==> src/rtl/euler1_pkg.sv <==
// Shared widths, limits and the FSM state encoding for the Euler-1 readout block.
package euler1_pkg;

  localparam int SLICE_W        = 6;
  localparam int NUM_SLICES     = 3;
  localparam int RESULT_W       = SLICE_W * NUM_SLICES;
  localparam int BCD_DIGITS     = 6;
  localparam int TIMEOUT_CYCLES = 1023;

  // IDLE is zero so that an asynchronous clear lands in it.
  typedef enum logic [2:0] {
    IDLE = 3'd0,
    WAIT = 3'd1,
    READ = 3'd2,
    CONV = 3'd3,
    DONE = 3'd4
  } state_t;

endpackage

==> src/rtl/euler1_readout_if.sv <==
// Bus between the readout block and its environment: the request pulse, the
// core's sliced result port, and the collected binary/BCD results.
//
// Handshake: start is a single-cycle request that is taken on any rising edge.
// core_valid is a level flag from the core; a slice is accepted on every rising
// edge where the readout is in WAIT/READ and core_valid is 1. There is no ready
// back-pressure: core_sel tells the core which slice to present, and
// core_result must follow core_sel combinationally within the same cycle.
interface euler1_readout_if #(
  parameter int SLICE_W    = euler1_pkg::SLICE_W,
  parameter int RESULT_W   = euler1_pkg::RESULT_W,
  parameter int BCD_DIGITS = euler1_pkg::BCD_DIGITS
);

  logic                    start;
  logic                    core_valid;
  logic [SLICE_W-1:0]      core_result;
  logic [1:0]              core_sel;
  logic [RESULT_W-1:0]     result;
  logic [4*BCD_DIGITS-1:0] bcd;
  logic                    busy;
  logic                    done;
  logic                    timeout;
  euler1_pkg::state_t      dbg_state;

  // Environment side: requests collections and models the core.
  modport master (
    output start, core_valid, core_result,
    input  core_sel, result, bcd, busy, done, timeout, dbg_state
  );

  // Readout side.
  modport slave (
    input  start, core_valid, core_result,
    output core_sel, result, bcd, busy, done, timeout, dbg_state
  );

endinterface

==> src/rtl/euler1_readout_bin2bcd_seq.sv <==
// Iterative double-dabble converter: load, then one add-3/shift step per cycle
// for BIN_W cycles. done_o pulses during the last step and bcd_o carries the
// value the BCD register takes on that edge, so the caller can capture the
// final result on the same edge the conversion finishes.
module bin2bcd_seq
  import euler1_pkg::*;
#(
  parameter int BIN_W  = RESULT_W,
  parameter int DIGITS = BCD_DIGITS
) (
  input  logic                clk,
  input  logic                rst_n,
  input  logic                load_i,
  input  logic                abort_i,
  input  logic [BIN_W-1:0]    bin_i,
  output logic                done_o,
  output logic [4*DIGITS-1:0] bcd_o
);

  localparam int CW = $clog2(BIN_W + 1);

  logic [BIN_W-1:0]    bin_q,    bin_d;
  logic [4*DIGITS-1:0] bcd_q,    bcd_d;
  logic [4*DIGITS-1:0] adj;
  logic [CW-1:0]       cnt_q,    cnt_d;
  logic                active_q, active_d;
  logic                last_step;

  // Add-3 correction, next-state and last-step detection for one shift.
  always_comb begin
    adj = bcd_q;
    for (int i = 0; i < DIGITS; i++) begin
      if (adj[4*i +: 4] >= 4'd5) begin
        adj[4*i +: 4] = adj[4*i +: 4] + 4'd3;
      end
    end
    last_step = active_q && (cnt_q == CW'(BIN_W - 1));
    bin_d     = bin_q;
    bcd_d     = bcd_q;
    cnt_d     = cnt_q;
    active_d  = active_q;
    if (abort_i) begin
      active_d = 1'b0;
    end else if (load_i) begin
      bin_d    = bin_i;
      bcd_d    = '0;
      cnt_d    = '0;
      active_d = 1'b1;
    end else if (active_q) begin
      {bcd_d, bin_d} = {adj, bin_q} << 1;
      cnt_d          = cnt_q + CW'(1);
      if (last_step) begin
        active_d = 1'b0;
      end
    end
  end

  assign done_o = last_step && !abort_i;
  assign bcd_o  = bcd_d;

  // Converter working registers.
  always_ff @(posedge clk or negedge rst_n) begin
    if (!rst_n) begin
      bin_q    <= '0;
      bcd_q    <= '0;
      cnt_q    <= '0;
      active_q <= 1'b0;
    end else begin
      bin_q    <= bin_d;
      bcd_q    <= bcd_d;
      cnt_q    <= cnt_d;
      active_q <= active_d;
    end
  end

endmodule

==> src/rtl/euler1_readout.sv <==
// Collects a sliced result from the Euler-1 core (one slice per cycle, selected
// by core_sel), reassembles it and converts it to packed BCD. A timeout guards
// the wait for the core; start restarts the collection from any state.
module euler1_readout #(
  parameter int SLICE_W        = euler1_pkg::SLICE_W,
  parameter int NUM_SLICES     = euler1_pkg::NUM_SLICES,
  parameter int BCD_DIGITS     = euler1_pkg::BCD_DIGITS,
  parameter int TIMEOUT_CYCLES = euler1_pkg::TIMEOUT_CYCLES
) (
  input logic              clk,
  input logic              rst,
  euler1_readout_if.slave  bus
);

  import euler1_pkg::*;

  localparam int RESULT_W = SLICE_W * NUM_SLICES;
  localparam int CNT_W    = $clog2(TIMEOUT_CYCLES + 1);

  state_t                  state_q,    state_d;
  logic [1:0]              k_q,        k_d;
  logic [CNT_W-1:0]        wait_cnt_q, wait_cnt_d;
  logic [RESULT_W-1:0]     result_q,   result_d;
  logic [4*BCD_DIGITS-1:0] bcd_q,      bcd_d;
  logic                    timeout_q,  timeout_d;
  logic                    conv_load;
  logic                    conv_done;
  logic [4*BCD_DIGITS-1:0] conv_bcd;

  // Next-state logic; start overrides everything, including a valid core.
  always_comb begin
    state_d    = state_q;
    k_d        = k_q;
    wait_cnt_d = wait_cnt_q;
    result_d   = result_q;
    bcd_d      = bcd_q;
    timeout_d  = timeout_q;
    conv_load  = 1'b0;
    if (bus.start) begin
      state_d    = WAIT;
      k_d        = 2'd0;
      wait_cnt_d = '0;
      result_d   = '0;
      timeout_d  = 1'b0;
    end else begin
      case (state_q)
        IDLE, DONE: begin
        end
        WAIT: begin
          if (bus.core_valid) begin
            result_d[SLICE_W-1:0] = bus.core_result;
            k_d                   = 2'd1;
            state_d               = READ;
          end else if (wait_cnt_q == CNT_W'(TIMEOUT_CYCLES - 1)) begin
            state_d    = IDLE;
            timeout_d  = 1'b1;
            wait_cnt_d = '0;
          end else begin
            wait_cnt_d = wait_cnt_q + CNT_W'(1);
          end
        end
        READ: begin
          if (!bus.core_valid) begin
            // Core withdrew its result mid-read: drop the partial word.
            state_d    = WAIT;
            k_d        = 2'd0;
            wait_cnt_d = '0;
            result_d   = '0;
          end else begin
            for (int s = 1; s < NUM_SLICES; s++) begin
              if (k_q == 2'(s)) begin
                result_d[s*SLICE_W +: SLICE_W] = bus.core_result;
              end
            end
            if (k_q == 2'(NUM_SLICES - 1)) begin
              // Final slice goes straight into the converter's load value.
              k_d       = 2'd0;
              state_d   = CONV;
              conv_load = 1'b1;
            end else begin
              k_d = k_q + 2'd1;
            end
          end
        end
        CONV: begin
          if (conv_done) begin
            bcd_d   = conv_bcd;
            state_d = DONE;
          end
        end
        default: state_d = IDLE;
      endcase
    end
  end

  // State and datapath registers.
  always_ff @(posedge clk or negedge rst) begin
    if (!rst) begin
      state_q    <= IDLE;
      k_q        <= 2'd0;
      wait_cnt_q <= '0;
      result_q   <= '0;
      bcd_q      <= '0;
      timeout_q  <= 1'b0;
    end else begin
      state_q    <= state_d;
      k_q        <= k_d;
      wait_cnt_q <= wait_cnt_d;
      result_q   <= result_d;
      bcd_q      <= bcd_d;
      timeout_q  <= timeout_d;
    end
  end

  bin2bcd_seq #(
    .BIN_W  (RESULT_W),
    .DIGITS (BCD_DIGITS)
  ) u_conv (
    .clk     (clk),
    .rst_n   (rst),
    .load_i  (conv_load),
    .abort_i (bus.start),
    .bin_i   (result_d),
    .done_o  (conv_done),
    .bcd_o   (conv_bcd)
  );

  // k is zero outside READ, so it doubles as the registered slice select.
  assign bus.core_sel  = k_q;
  assign bus.result    = result_q;
  assign bus.bcd       = bcd_q;
  assign bus.busy      = (state_q == WAIT) || (state_q == READ) || (state_q == CONV);
  assign bus.done      = (state_q == DONE);
  assign bus.timeout   = timeout_q;
  assign bus.dbg_state = state_q;

endmodule

==> src/flat_wrapper.sv <==
// flat-port wrapper written by rule: the top's interface ports become plain ports
module euler1_readout_flat import euler1_pkg::*;
#(
  parameter int SLICE_W        = euler1_pkg::SLICE_W,
  parameter int NUM_SLICES     = euler1_pkg::NUM_SLICES,
  parameter int BCD_DIGITS     = euler1_pkg::BCD_DIGITS,
  parameter int TIMEOUT_CYCLES = euler1_pkg::TIMEOUT_CYCLES
)
  (clk, rst, bus_start, bus_core_valid, bus_core_result, bus_core_sel, bus_result, bus_bcd, bus_busy, bus_done, bus_timeout, bus_dbg_state);
  euler1_readout_if #(.SLICE_W(SLICE_W), .BCD_DIGITS(BCD_DIGITS)) bus_i ();
  input logic clk;
  input logic rst;
  input wire logic [$bits(bus_i.start)-1:0] bus_start;
  input wire logic [$bits(bus_i.core_valid)-1:0] bus_core_valid;
  input wire logic [$bits(bus_i.core_result)-1:0] bus_core_result;
  output wire logic [$bits(bus_i.core_sel)-1:0] bus_core_sel;
  output wire logic [$bits(bus_i.result)-1:0] bus_result;
  output wire logic [$bits(bus_i.bcd)-1:0] bus_bcd;
  output wire logic [$bits(bus_i.busy)-1:0] bus_busy;
  output wire logic [$bits(bus_i.done)-1:0] bus_done;
  output wire logic [$bits(bus_i.timeout)-1:0] bus_timeout;
  output wire logic [$bits(bus_i.dbg_state)-1:0] bus_dbg_state;
  assign bus_i.start = bus_start;
  assign bus_i.core_valid = bus_core_valid;
  assign bus_i.core_result = bus_core_result;
  assign bus_core_sel = bus_i.core_sel;
  assign bus_result = bus_i.result;
  assign bus_bcd = bus_i.bcd;
  assign bus_busy = bus_i.busy;
  assign bus_done = bus_i.done;
  assign bus_timeout = bus_i.timeout;
  assign bus_dbg_state = bus_i.dbg_state;
  euler1_readout #(.SLICE_W(SLICE_W), .NUM_SLICES(NUM_SLICES), .BCD_DIGITS(BCD_DIGITS), .TIMEOUT_CYCLES(TIMEOUT_CYCLES)) u_core (.clk(clk), .rst(rst), .bus(bus_i));
endmodule
==> config.mk <==
export PLATFORM = sky130hd
export DESIGN_NAME = euler1_readout_flat
export DESIGN_NICKNAME = d
export VERILOG_FILES = /design/src/rtl/euler1_pkg.sv /design/src/rtl/euler1_readout_if.sv /design/src/rtl/euler1_readout_bin2bcd_seq.sv /design/src/rtl/euler1_readout.sv /design/src/flat_wrapper.sv
export SDC_FILE = /design/constraint.sdc
export NUM_CORES = 1
export LEC_CHECK = 0
export CAP_MARGIN = 20
export CORE_MARGIN = 2
export CORE_UTILIZATION = 25
export CTS_CLUSTER_SIZE = 24
export DETAILED_ROUTE_END_ITERATION = 8
export SLEW_MARGIN = 20
export SYNTH_ARGS = -nofsm -noshare
export SYNTH_HDL_FRONTEND = slang
export SYNTH_SLANG_ARGS = --single-unit
==> constraint.sdc <==
create_clock -name clk -period 5.25 [get_ports clk]
set_input_delay 1.05 -clock clk [delete_from_list [all_inputs] [get_ports clk]]
set_output_delay 1.05 -clock clk [all_outputs]
set_load 0.03 [all_outputs]
## Word level (Yosys, flattened, before mapping)

Index checks and enable logic that the tools add are counted.

| operators by class | value |
|---|---|
| add/sub/neg operators | 9 |
| bitwise operators | 1 |
| equal/unequal tests | 16 |
| muxes and demuxes | 50 |
| order comparisons | 6 |
| reductions and logical operators | 17 |

Operator list:

| cell | number |
|---|---|
| two-way mux 24 bit | 3 |
| two-way mux 18 bit | 3 |
| two-way mux 10 bit | 4 |
| >= comparator 4 x 3 -> 1 bit, second input constant | 6 |
| two-way mux 12 bit | 2 |
| two-way mux 6 bit | 4 |
| two-way mux 3 bit | 7 |
| adder 4 x 2 -> 4 bit, second input constant | 5 |
| two-way mux 4 bit | 5 |
| one-hot mux 10 bit (2 select lines) | 1 |
| two-way mux 1 bit | 12 |
| one-hot mux 3 bit (4 select lines) | 1 |
| one-hot mux 6 bit (2 select lines) | 1 |
| adder 10 x 1 -> 10 bit, second input constant | 1 |
| == test 10 bit, second input constant | 1 |
| two-way mux 5 bit | 2 |
| != test 3 bit, second input constant | 3 |
| AND reduction 3 bit | 3 |
| two-way mux 2 bit | 4 |
| != test 4 x 3 -> 1 bit, second input constant | 2 |
| == test 3 x 2 -> 1 bit, second input constant | 2 |
| nonzero test 2 bit | 3 |
| adder 5 x 1 -> 5 bit, second input constant | 1 |
| == test 5 bit, second input constant | 1 |
| other kinds (18) | 22 |

| word-level totals | value |
|---|---|
| bits in registers | 106 |
| word-level logic and storage cells | 109 |

## Logic depth before layout (Yosys ltp)

Gate-level depths: netlist of run 1.

| logic depth | value |
|---|---|
| word-level depth | 7 |
| depth in mapped cells | 7 |
| mapped depth without buffers | 6 |

## Cells and area by module

Synthesis of run 1 repeated with hierarchy kept, for this count alone.

| unflattened totals | value |
|---|---|
| cells, all modules | 470 |
| area total of the unflattened synthesis | 5,139.9 µm² |

By module, submodules not included:

| module | times used | sequential area each (µm²) | cells each | area an instance (µm²) |
|---|---|---|---|---|
| bin2bcd_seq | 1 | 1,201.2 | 271 | 2,632.5 |
| euler1_readout | 1 | 1,451.4 | 199 | 2,507.4 |

## Least setup slack after synthesis of run 1

No wires, ideal clock.

| timing path | value |
|---|---|
| path kind | register -> output |
| start | reg u_core.state_q[0] (netlist: u_core.bus.dbg_state[0]) |
| end | out bus_busy |
| required time | 4,200 ps |
| setup slack | 2,868 ps |
| cell stages (with the launch flop) | 5 |
| arrival time | 1,332 ps |
| cells stage by stage | dfrtp_1 > buf_2 > buf_2 > nor2_1 > nor2_1 |

| on the way | value |
|---|---|
| longest elaborated chain between the ends | 3 |
| elaborated cells between the ends (all ways) | 5 |
| classes of those cells | eq/ne (3); reduce/logical (2) |

Ends and longest elaborated chain:

| what | RTL line | source |
|---|---|---|
| start, declared | euler1_readout.sv:20 | `state_t state_q, state_d;` |
| start signal, assigned | euler1_readout.sv:106 | `state_q <= state_d;` |
| == test 3 x 1 -> 1 bit or == test 3 x 2 -> 1 bit (tied branches) | euler1_readout.sv:132 | `assign bus.busy = (state_q == WAIT) \|\| (state_q == READ) \|\| (state_q == CONV);` |
| logical OR 1 bit | euler1_readout.sv:132 |  |
| logical OR 1 bit * | euler1_readout.sv:132 |  |
| end, declared | flat_wrapper.sv:19 | `output wire logic [$bits(bus_i.busy)-1:0] bus_busy;` |

Every way passes the cells marked *; elsewhere a longest branch is shown, timed or not.

## Worst setup path after layout of run 1

| timing path | value |
|---|---|
| start | in bus_start |
| end | reg u_core.bcd_q[15] (netlist: u_core.bus.bcd[15]) |

| on the way | value |
|---|---|
| longest elaborated chain between the ends | 3 |
| elaborated cells between the ends (all ways) | 7 |
| classes of those cells | mux (3); bitwise (1); reduce/logical (3) |

Ends and longest elaborated chain:

| what | RTL line | source |
|---|---|---|
| start, declared | flat_wrapper.sv:13 | `input wire logic [$bits(bus_i.start)-1:0] bus_start;` |
| two-way mux 1 bit | euler1_readout.sv:39 | `if (bus.start) begin` |
| two-way mux 24 bit | euler1_readout_bin2bcd_seq.sv:44 | `end else if (load_i) begin` |
| two-way mux 24 bit * | euler1_readout_bin2bcd_seq.sv:42 | `if (abort_i) begin` |
| via u_core.conv_bcd[15] | euler1_readout.sv:28 | `logic [4*BCD_DIGITS-1:0] conv_bcd;` |
| end signal, assigned | euler1_readout.sv:103 | `bcd_q <= '0;` |
| end signal, assigned | euler1_readout.sv:110 | `bcd_q <= bcd_d;` |
| end, declared | euler1_readout.sv:24 | `logic [4*BCD_DIGITS-1:0] bcd_q, bcd_d;` |

The timed path passes the listed nets; every way through them passes the cells marked *.
A chain may end at the register's enable or synchronous reset.

==> results of run 1 <==
## cell families (layout without fill, tap and decap cells)
logic type	after synthesis	in the layout	share of synthesized area [%]
AOI/OAI and AO/OA	158	158	19.9
xor gates and xnor gates	5	5	0.839
adders and majority gates	16	16	3.84
buffers and inverters	47	95	4.46
DFF	106	106	50.8
muxes	16	16	3.24
and+or+nand+nor	172	172	16.9
## layer usage
layer | share of wire [%] | vias to the layer above | routed length [um]
met5 | 0 | - | 0
met4 | 0.72 | 0 | 87
met3 | 4.2 | 6 | 513
met2 | 43 | 89 | 5170
met1 | 52 | 1919 | 6340
li1 | - | 1963 | -
## power by group
| part | total, mW | internal (mW) | switching [mW] |
|---|---|---|---|
| clock network | 0.705 | 0.380 | 0.325 |
| logic | 0.143 | 0.0527 | 0.0898 |
| registers | 0.851 | 0.830 | 0.0204 |
## layout make-up
| type | instances | area, um^2 | area share, % |
|---|---|---|---|
| well taps | 270 | 338 | 5.35 |
| inverters | 16 | 60.1 | 0.951 |
| flip-flops and latches | 106 | 2650 | 42.0 |
| repair buffers | 63 | 618 | 9.79 |
| clock inverters | 7 | 85.1 | 1.35 |
| clock buffers | 9 | 225 | 3.57 |
| multi-input cells | 367 | 2340 | 37.0 |
## sequential cells by signal (all words and copies together) (netlist names)
signal                  flops
u_core.u_conv.cnt_q         5
u_core.u_conv.active_q      1
u_core.bus.timeout          1
u_core.bus.dbg_state        3
u_core.bus.result          18
u_core.u_conv.bcd_q        24
u_core.bus.core_sel         2
u_core.wait_cnt_q          10
u_core.u_conv.bin_q        18
u_core.bus.bcd             24
## critical path, stage by stage
cell	delay, ns
sky130_fd_sc_hd__clkdlybuf4s50_1	0.82
sky130_fd_sc_hd__nor3b_4	0.47
sky130_fd_sc_hd__and4b_4	0.83
sky130_fd_sc_hd__a21oi_1	0.15
sky130_fd_sc_hd__mux2_2	0.30
## per-stage QoR
stage,power [mW],instance area (um^2),utilization [%]
final,1.70,6320,31.0
after CTS,1.72,6320,31.0
after detailed placement,1.01,6010,29.5
after floorplan,0.945,5220,-
after global placement,1.01,6010,29.5
after global routing,1.77,6320,31.0
## placed cells by master, fill, tap and decap left out, types with 4 or more instances in the layout
cell type | Yosys | final
sky130_fd_sc_hd__clkdlybuf4s50_1 | 0 | 58
sky130_fd_sc_hd__a2111oi_0 | 6 | 6
sky130_fd_sc_hd__nand2_1 | 61 | 61
sky130_fd_sc_hd__nor3_1 | 4 | 4
sky130_fd_sc_hd__nand3_1 | 14 | 14
sky130_fd_sc_hd__mux2_2 | 7 | 7
sky130_fd_sc_hd__ha_1 | 16 | 16
sky130_fd_sc_hd__a22o_1 | 12 | 12
sky130_fd_sc_hd__xor2_1 | 4 | 4
sky130_fd_sc_hd__clkbuf_16 | 0 | 9
sky130_fd_sc_hd__nor2b_1 | 6 | 5
sky130_fd_sc_hd__inv_1 | 16 | 16
sky130_fd_sc_hd__nand2b_1 | 10 | 9
sky130_fd_sc_hd__buf_4 | 2 | 5
sky130_fd_sc_hd__dfrtp_1 | 106 | 106
sky130_fd_sc_hd__a221oi_1 | 6 | 6
sky130_fd_sc_hd__a211o_1 | 11 | 11
sky130_fd_sc_hd__nor2_1 | 37 | 37
sky130_fd_sc_hd__or3b_1 | 4 | 4
sky130_fd_sc_hd__o21ai_1 | 6 | 6
sky130_fd_sc_hd__a211oi_1 | 8 | 8
sky130_fd_sc_hd__o21a_1 | 7 | 7
sky130_fd_sc_hd__o21ai_0 | 39 | 39
sky130_fd_sc_hd__a21o_1 | 12 | 12
sky130_fd_sc_hd__and3_1 | 5 | 5
sky130_fd_sc_hd__a21oi_1 | 32 | 32
sky130_fd_sc_hd__nand4_1 | 5 | 5
sky130_fd_sc_hd__o22ai_1 | 7 | 7
sky130_fd_sc_hd__or3_1 | 4 | 4
sky130_fd_sc_hd__mux2i_1 | 9 | 9
## worst max-delay path by stage
stage	from	to	slack, ns	cells after the start
3_5_place_dp	bus_start	u_core.bus.bcd[23]$_DFFE_PN0P_	1.46	5
5_1_grt	bus_start	u_core.bus.bcd[1]$_DFFE_PN0P_	1.58	5
6_report	bus_start	u_core.bus.bcd[15]$_DFFE_PN0P_	1.82	5
3_3_place_gp	bus_start	u_core.bus.bcd[7]$_DFFE_PN0P_	1.52	5
2_1_floorplan	u_core.bus.dbg_state[0]$_DFFE_PN0P_	bus_busy	2.87	4
4_1_cts	bus_start	u_core.bus.bcd[19]$_DFFE_PN0P_	1.84	5
==> reports/results.md, run 1 <==
| Result | Value |
| --- | --- |
| Endpoint class of the critical path | flop |
| MaxCap Viol Count | 0 |
| Cell Count Post-Placement | 822 |
| Static Leakage | 2.70 nW |
| Hold slack final | 0.479 ns |
| Starting Density | 25.6% |
| Count of buffers added by post-CTS timing repair for setup | 0 |
| Share of the synthesized area in the top cell type | 50.8% |
| Pin count of the biggest net entering global routing | 72 |
| Maximum clock insertion buffer count | 2 |
| Worst Setup Slack post-DPL | 1.46 ns |
| Max Fanout on Critical Path | 65 |
| Relative slew margins | 36.9% |
| WL final | 12.1 mm |
| Reg2reg setup slack | 2.84 ns |
| Top cells by area in the synthesized netlist | sky130_fd_sc_hd__dfrtp_1 (51%), sky130_fd_sc_hd__nand2_1 (4.4%), sky130_fd_sc_hd__ha_1 (3.8%) |
| Library cell used as clock root buffer | sky130_fd_sc_hd__clkbuf_16 |
| Diode count | 0 |
| First-pass GRT wire length | 20.3 mm |
| Latest clock arrival within the worst-skew pair | 0.34 ns |
| Cell depth of the worst flop-to-flop path | 4 |
| Gpl congestion | 0.749 |
| Met2 layer usage reported by global route | 16.9% |
| Worst hold path cell count | 2 |
| Share of the yosys chip area belonging to registers | 50.8% |
| Count of flip-flops with a built-in enable after synthesis | 0 |
| Result of the run | complete, no violations |
| Synth cell types | 57 |
| Class of the tightest hold or removal check | reg2reg |
| Post-CTS Hold Fix Bufs | 0 |
| Final Cycle Share | 65.2% |
| Average wire per standard cell | 14.5 um |
| PD cells | 269 nW/um^2 |
| Number of placement rows | 52 |
| TritonCTS clock tree | built |
| Total GRT Usage | 11.4% |
| Vias in the first global route | 3801 |
| Net count, final | 589 |
| Met3 GRT Util | 2.45% |
| Vias after detailed routing | 3977 |
| Post-synthesis register bit count | 106 |
| Total standard cell area after synthesis | 5220 um^2 |
| Number of fill cells | 2143 |
| Die Span Y | 148 um |
| Reg clk slew, reported paths | 0.07 ns |
| Synth async-reset ratio | 100% |
| Number of sinks on the clock net | 106 |
| Total number of H-tree levels | 3 |
| Max Transition Viols Final | 0 |
| Commonest cells post-synth | sky130_fd_sc_hd__dfrtp_1 (106), sky130_fd_sc_hd__nand2_1 (61), sky130_fd_sc_hd__o21ai_0 (39) |
| Remaining antenna violation count | 0 |
| Data required, critical path | 5.48 ns |
| Met1 Use GR | 17.2% |
| Library cell with the largest summed area after synthesis | sky130_fd_sc_hd__dfrtp_1 |
| Net count after synthesis | 546 |
| Worst setup margin | 1.82 ns |
| Yosys warnings | 0 |
| Core Footprint | 20400 um^2 |
| Endpoint with the worst hold slack | u_core.bus.bcd[5]$_DFFE_PN0P_ |
| Critical path arrival | 3.65 ns |
| Die outline area | 22000 um^2 |
| Number of cells in the finished layout apart from fillers | 838 |
| Hold Crit Start | u_core.bus.bcd[5]$_DFFE_PN0P_ |
| Fin Clk Skew | 0.0103 ns |
| Start-to-end type of the worst setup path | in2reg |
| Gate count of the mapped netlist | 520 |
| Number of optimization iterations in the first detailed-route pass | 4 |
| Estimated wirelength of the detail-placed design | 7.92 mm |
| Syn Area/Cell | 10.0 um^2 |
| Port Buffers | 59 |
| P&R area growth vs syn | 21.1% |
| Critical Path Source Type | input pin |
| Peak supply drop | 171 uV |
| Total of cells resized after clock tree synthesis | 0 |
| Proportion of layout cells with a drive suffix above 1 | 6.87% |
| Final setup violating endpoints | 0 |
| Crit path time final | 3.43 ns |
| Die W | 148 um |
| Actual slew at the worst max-slew pin | 0.947 ns |
| Most frequent cell after synthesis | sky130_fd_sc_hd__dfrtp_1 |
| DRC violations left | 0 |
| Number of antenna violations at the first check in global routing | 0 |
| Gr busiest metal | met1 |
| Max frequency | 292 MHz |
| Startpoint of the most critical register-to-register path | u_core.bus.dbg_state[2]$_DFFE_PN0P_ |
| Num CTS Buffers | 9 |
| Most used flip-flop cell after synthesis | sky130_fd_sc_hd__dfrtp_1 |
| Final hold violation count | 0 |
| Unrepaired setup endpoints after global routing | false |
| Violation count after the first detailed-routing iteration | 243 |
| Grt ovf | 0 |
| Reg2reg end | u_core.bus.bcd[15]$_DFFE_PN0P_ |
| Post-route setup TNS | 0 ns |
| Count of pins on the block boundary | 60 |
| Ratio of routed vias to standard cells | 4.75 |
Power figures use the tool's default switching activity.
==> run 2, diff against run 1 <==
==> constraint.sdc (replaced) <==
create_clock -name clk -period 3 [get_ports clk]
set_input_delay 0.6 -clock clk [delete_from_list [all_inputs] [get_ports clk]]
set_output_delay 0.6 -clock clk [all_outputs]
set_load 0.03 [all_outputs]
==> reports/results.md, run 2 (synthesis gave the netlist of run 1 again) <==
| Result | Value | Change |
| --- | --- | --- |
| Result of the run | complete, no violations |  |
| Class of the tightest hold or removal check | in2async |  |
| Violation count after the first detailed-routing iteration | 233 | -4.1% |
| Maximum clock insertion buffer count | 2 | unchanged |
| Num CTS Buffers | 9 | unchanged |
| Max Fanout on Critical Path | 18 | -72% |
| Unrepaired setup endpoints after global routing | false |  |
| Number of fill cells | 2110 | -1.5% |
| Total of cells resized after clock tree synthesis | 0 | unchanged |
| Relative slew margins | 57.3% | +20 points |
| Diode count | 0 | unchanged |
| Highest-count cells in the layout ignoring fill and taps | sky130_fd_sc_hd__dfrtp_1 (106), sky130_fd_sc_hd__nand2_1 (61), sky130_fd_sc_hd__clkdlybuf4s50_1 (58) |  |
| Count of buffers added by post-CTS timing repair for setup | 0 | unchanged |
| Die W | 148 um | unchanged |
| Total number of H-tree levels | 3 | unchanged |
| Max frequency | 382 MHz |  |
| Average wire per standard cell | 14.5 um | +0.33% |
| Pin count of the biggest net entering global routing | 77 | +6.9% |
| Endpoint class of the critical path | primary output |  |
| Gpl congestion | 0.753 | +0.61% |
| Estimated wirelength of the detail-placed design | 8.29 mm | +4.7% |
| Post-route setup TNS | 0 ns | unchanged |
| Final standard cell area without fillers | 6410 um^2 | +1.4% |
| Library cell used as clock root buffer | sky130_fd_sc_hd__clkbuf_16 |  |
| Sw Pwr | 0.773 mW | +78% |
| Total GRT Usage | 11.4% | +0.035 points |
| Final hold violation count | 0 | unchanged |
| Core Footprint | 20400 um^2 | unchanged |
| Port Buffers | 59 | unchanged |
| Most common library cell in the layout ignoring fill and taps | sky130_fd_sc_hd__dfrtp_1 |  |
| Static Leakage | 2.75 nW | +1.9% |
| Reg2reg setup slack | 0.90 ns | -1.94 ns |
| Part of the power in the clock network | 40.6% | -0.9 points |
| Number of sinks on the clock net | 106 | unchanged |
| Number of placement rows | 52 | unchanged |
| Ratio of routed vias to standard cells | 4.75 | about the same |
| Post-CTS Hold Fix Bufs | 0 | unchanged |
| Max Transition Viols Final | 0 | unchanged |
| Power share of the combinational group | 8.7% | +0.3 points |
| Remaining antenna violation count | 0 | unchanged |
| Internal power summed over all cells | 2.16 mW | +71% |
| Starting Density | 25.6% | unchanged |
| Share of the core filled with cells | 31.5% | +0.45 points |
| Critical path arrival | 2.02 ns | -1.63 ns |
| Net switching fraction of the power | 26.3% | +0.71 points |
| Vias in the first global route | 3862 | +1.6% |
| Reg clk slew, reported paths | 0.08 ns | about the same |
| Number of antenna violations at the first check in global routing | 0 | unchanged |
| Actual slew at the worst max-slew pin | 0.640 ns | -0.307 ns |
| Die Span Y | 148 um | unchanged |
| Hold slack final | 0.184 ns | -0.296 ns |
| Net count, final | 599 | +1.7% |
| Start-to-end type of the worst setup path | reg2out |  |
| MaxCap Viol Count | 0 | unchanged |
| Critical Path Source Type | flop |  |
| Vias after detailed routing | 4024 | +1.2% |
| Data required, critical path | 2.40 ns | -3.08 ns |
| Latest clock arrival within the worst-skew pair | 0.35 ns | about the same |
| Final Cycle Share | 87.4% |  |
| Cell Count Post-Placement | 832 | +1.2% |
| First-pass GRT wire length | 20.4 mm | +0.44% |
| Peak supply drop | 272 uV | +59% |
| Post-DP Area | 6110 um^2 | +1.7% |
| Proportion of layout cells with a drive suffix above 1 | 8.48% | +1.6 points |
| Number of optimization iterations in the first detailed-route pass | 4 | unchanged |
| Fin Clk Skew | 0.0128 ns | +0.00253 ns |
| PD cells | 458 nW/um^2 | +71% |
| Die outline area | 22000 um^2 | unchanged |
| Number of cells in the finished layout apart from fillers | 848 | +1.2% |
| WL final | 12.3 mm | +1.5% |
| Sequential Power Share | 50.7% | +0.6 points |
| DRC violations left | 0 | unchanged |
| Final setup violating endpoints | 0 | unchanged |
| P&R area growth vs syn | 22.8% |  |
| TritonCTS clock tree | built |  |
| Crit path time final | 2.62 ns |  |
| Grt ovf | 0 | unchanged |
| Count of pins on the block boundary | 60 | unchanged |
==> run 2: path summary, 6_finish.rpt <==
kind                                                      from                             end  cells after the start
setup / recovery           u_core.bus.dbg_state[0]$_DFFE_PN0P_                        bus_done                      3
hold / removal                                             rst   u_core.bus.bcd[6]$_DFFE_PN0P_                      1
setup reg to reg           u_core.bus.dbg_state[2]$_DFFE_PN0P_  u_core.bus.bcd[15]$_DFFE_PN0P_                      6
hold reg to reg                 u_core.bus.bcd[18]$_DFFE_PN0P_  u_core.bus.bcd[18]$_DFFE_PN0P_                      2
max in group asynchronous                                  rst  u_core.bus.result[3]$_DFF_PN0_                      2
min in group clk                u_core.bus.bcd[18]$_DFFE_PN0P_  u_core.bus.bcd[18]$_DFFE_PN0P_                      2
==> run 2: layout make-up <==
class / count / area [um^2] / share of cell area (%)
repair buffers: 73 / 718 / 11.2
flip-flops and latches: 106 / 2650 / 41.4
clock buffers: 10 / 239 / 3.73
well taps: 270 / 338 / 5.27
multi-input cells: 367 / 2340 / 36.5
clock inverters: 6 / 62.6 / 0.976
inverters: 16 / 60.1 / 0.937
==> run 2: metrics by stage <==
stage / setup WS, ns / total power [mW]
detailed placement: 0.397 / 1.77
finish: 0.379 / 2.94
global route: 0.244 / 3.06
CTS: 0.381 / 2.98
global placement: 0.412 / 1.78
floorplan: 1.07 / 1.65
==> run 2: critical path, cell delays in order (launching register included) <==
cell                              delay (ns)
sky130_fd_sc_hd__dfrtp_1                0.56
sky130_fd_sc_hd__nor2_1                 0.21
sky130_fd_sc_hd__and2_1                 0.21
sky130_fd_sc_hd__clkdlybuf4s50_1        0.70
==> run 2: power by group through the flow <==
stage	registers [mW]	logic (mW)	clock network [mW]
2_1_floorplan	1.53	0.124	0
3_3_place_gp	1.52	0.257	0
3_5_place_dp	1.52	0.258	0
4_1_cts	1.49	0.259	1.23
5_1_grt	1.50	0.283	1.29
6_report	1.49	0.254	1.19
==> run 2: layer usage <==
layer / GRT usage [%] / routed length (um) / vias up
met2: 16.6 / 5310 / 93
li1: - / - / 1989
met1: 17.3 / 6250 / 1936
met4: 2.05 / 70 / 0
met3: 2.85 / 672 / 6
met5: 0 / 0 / -
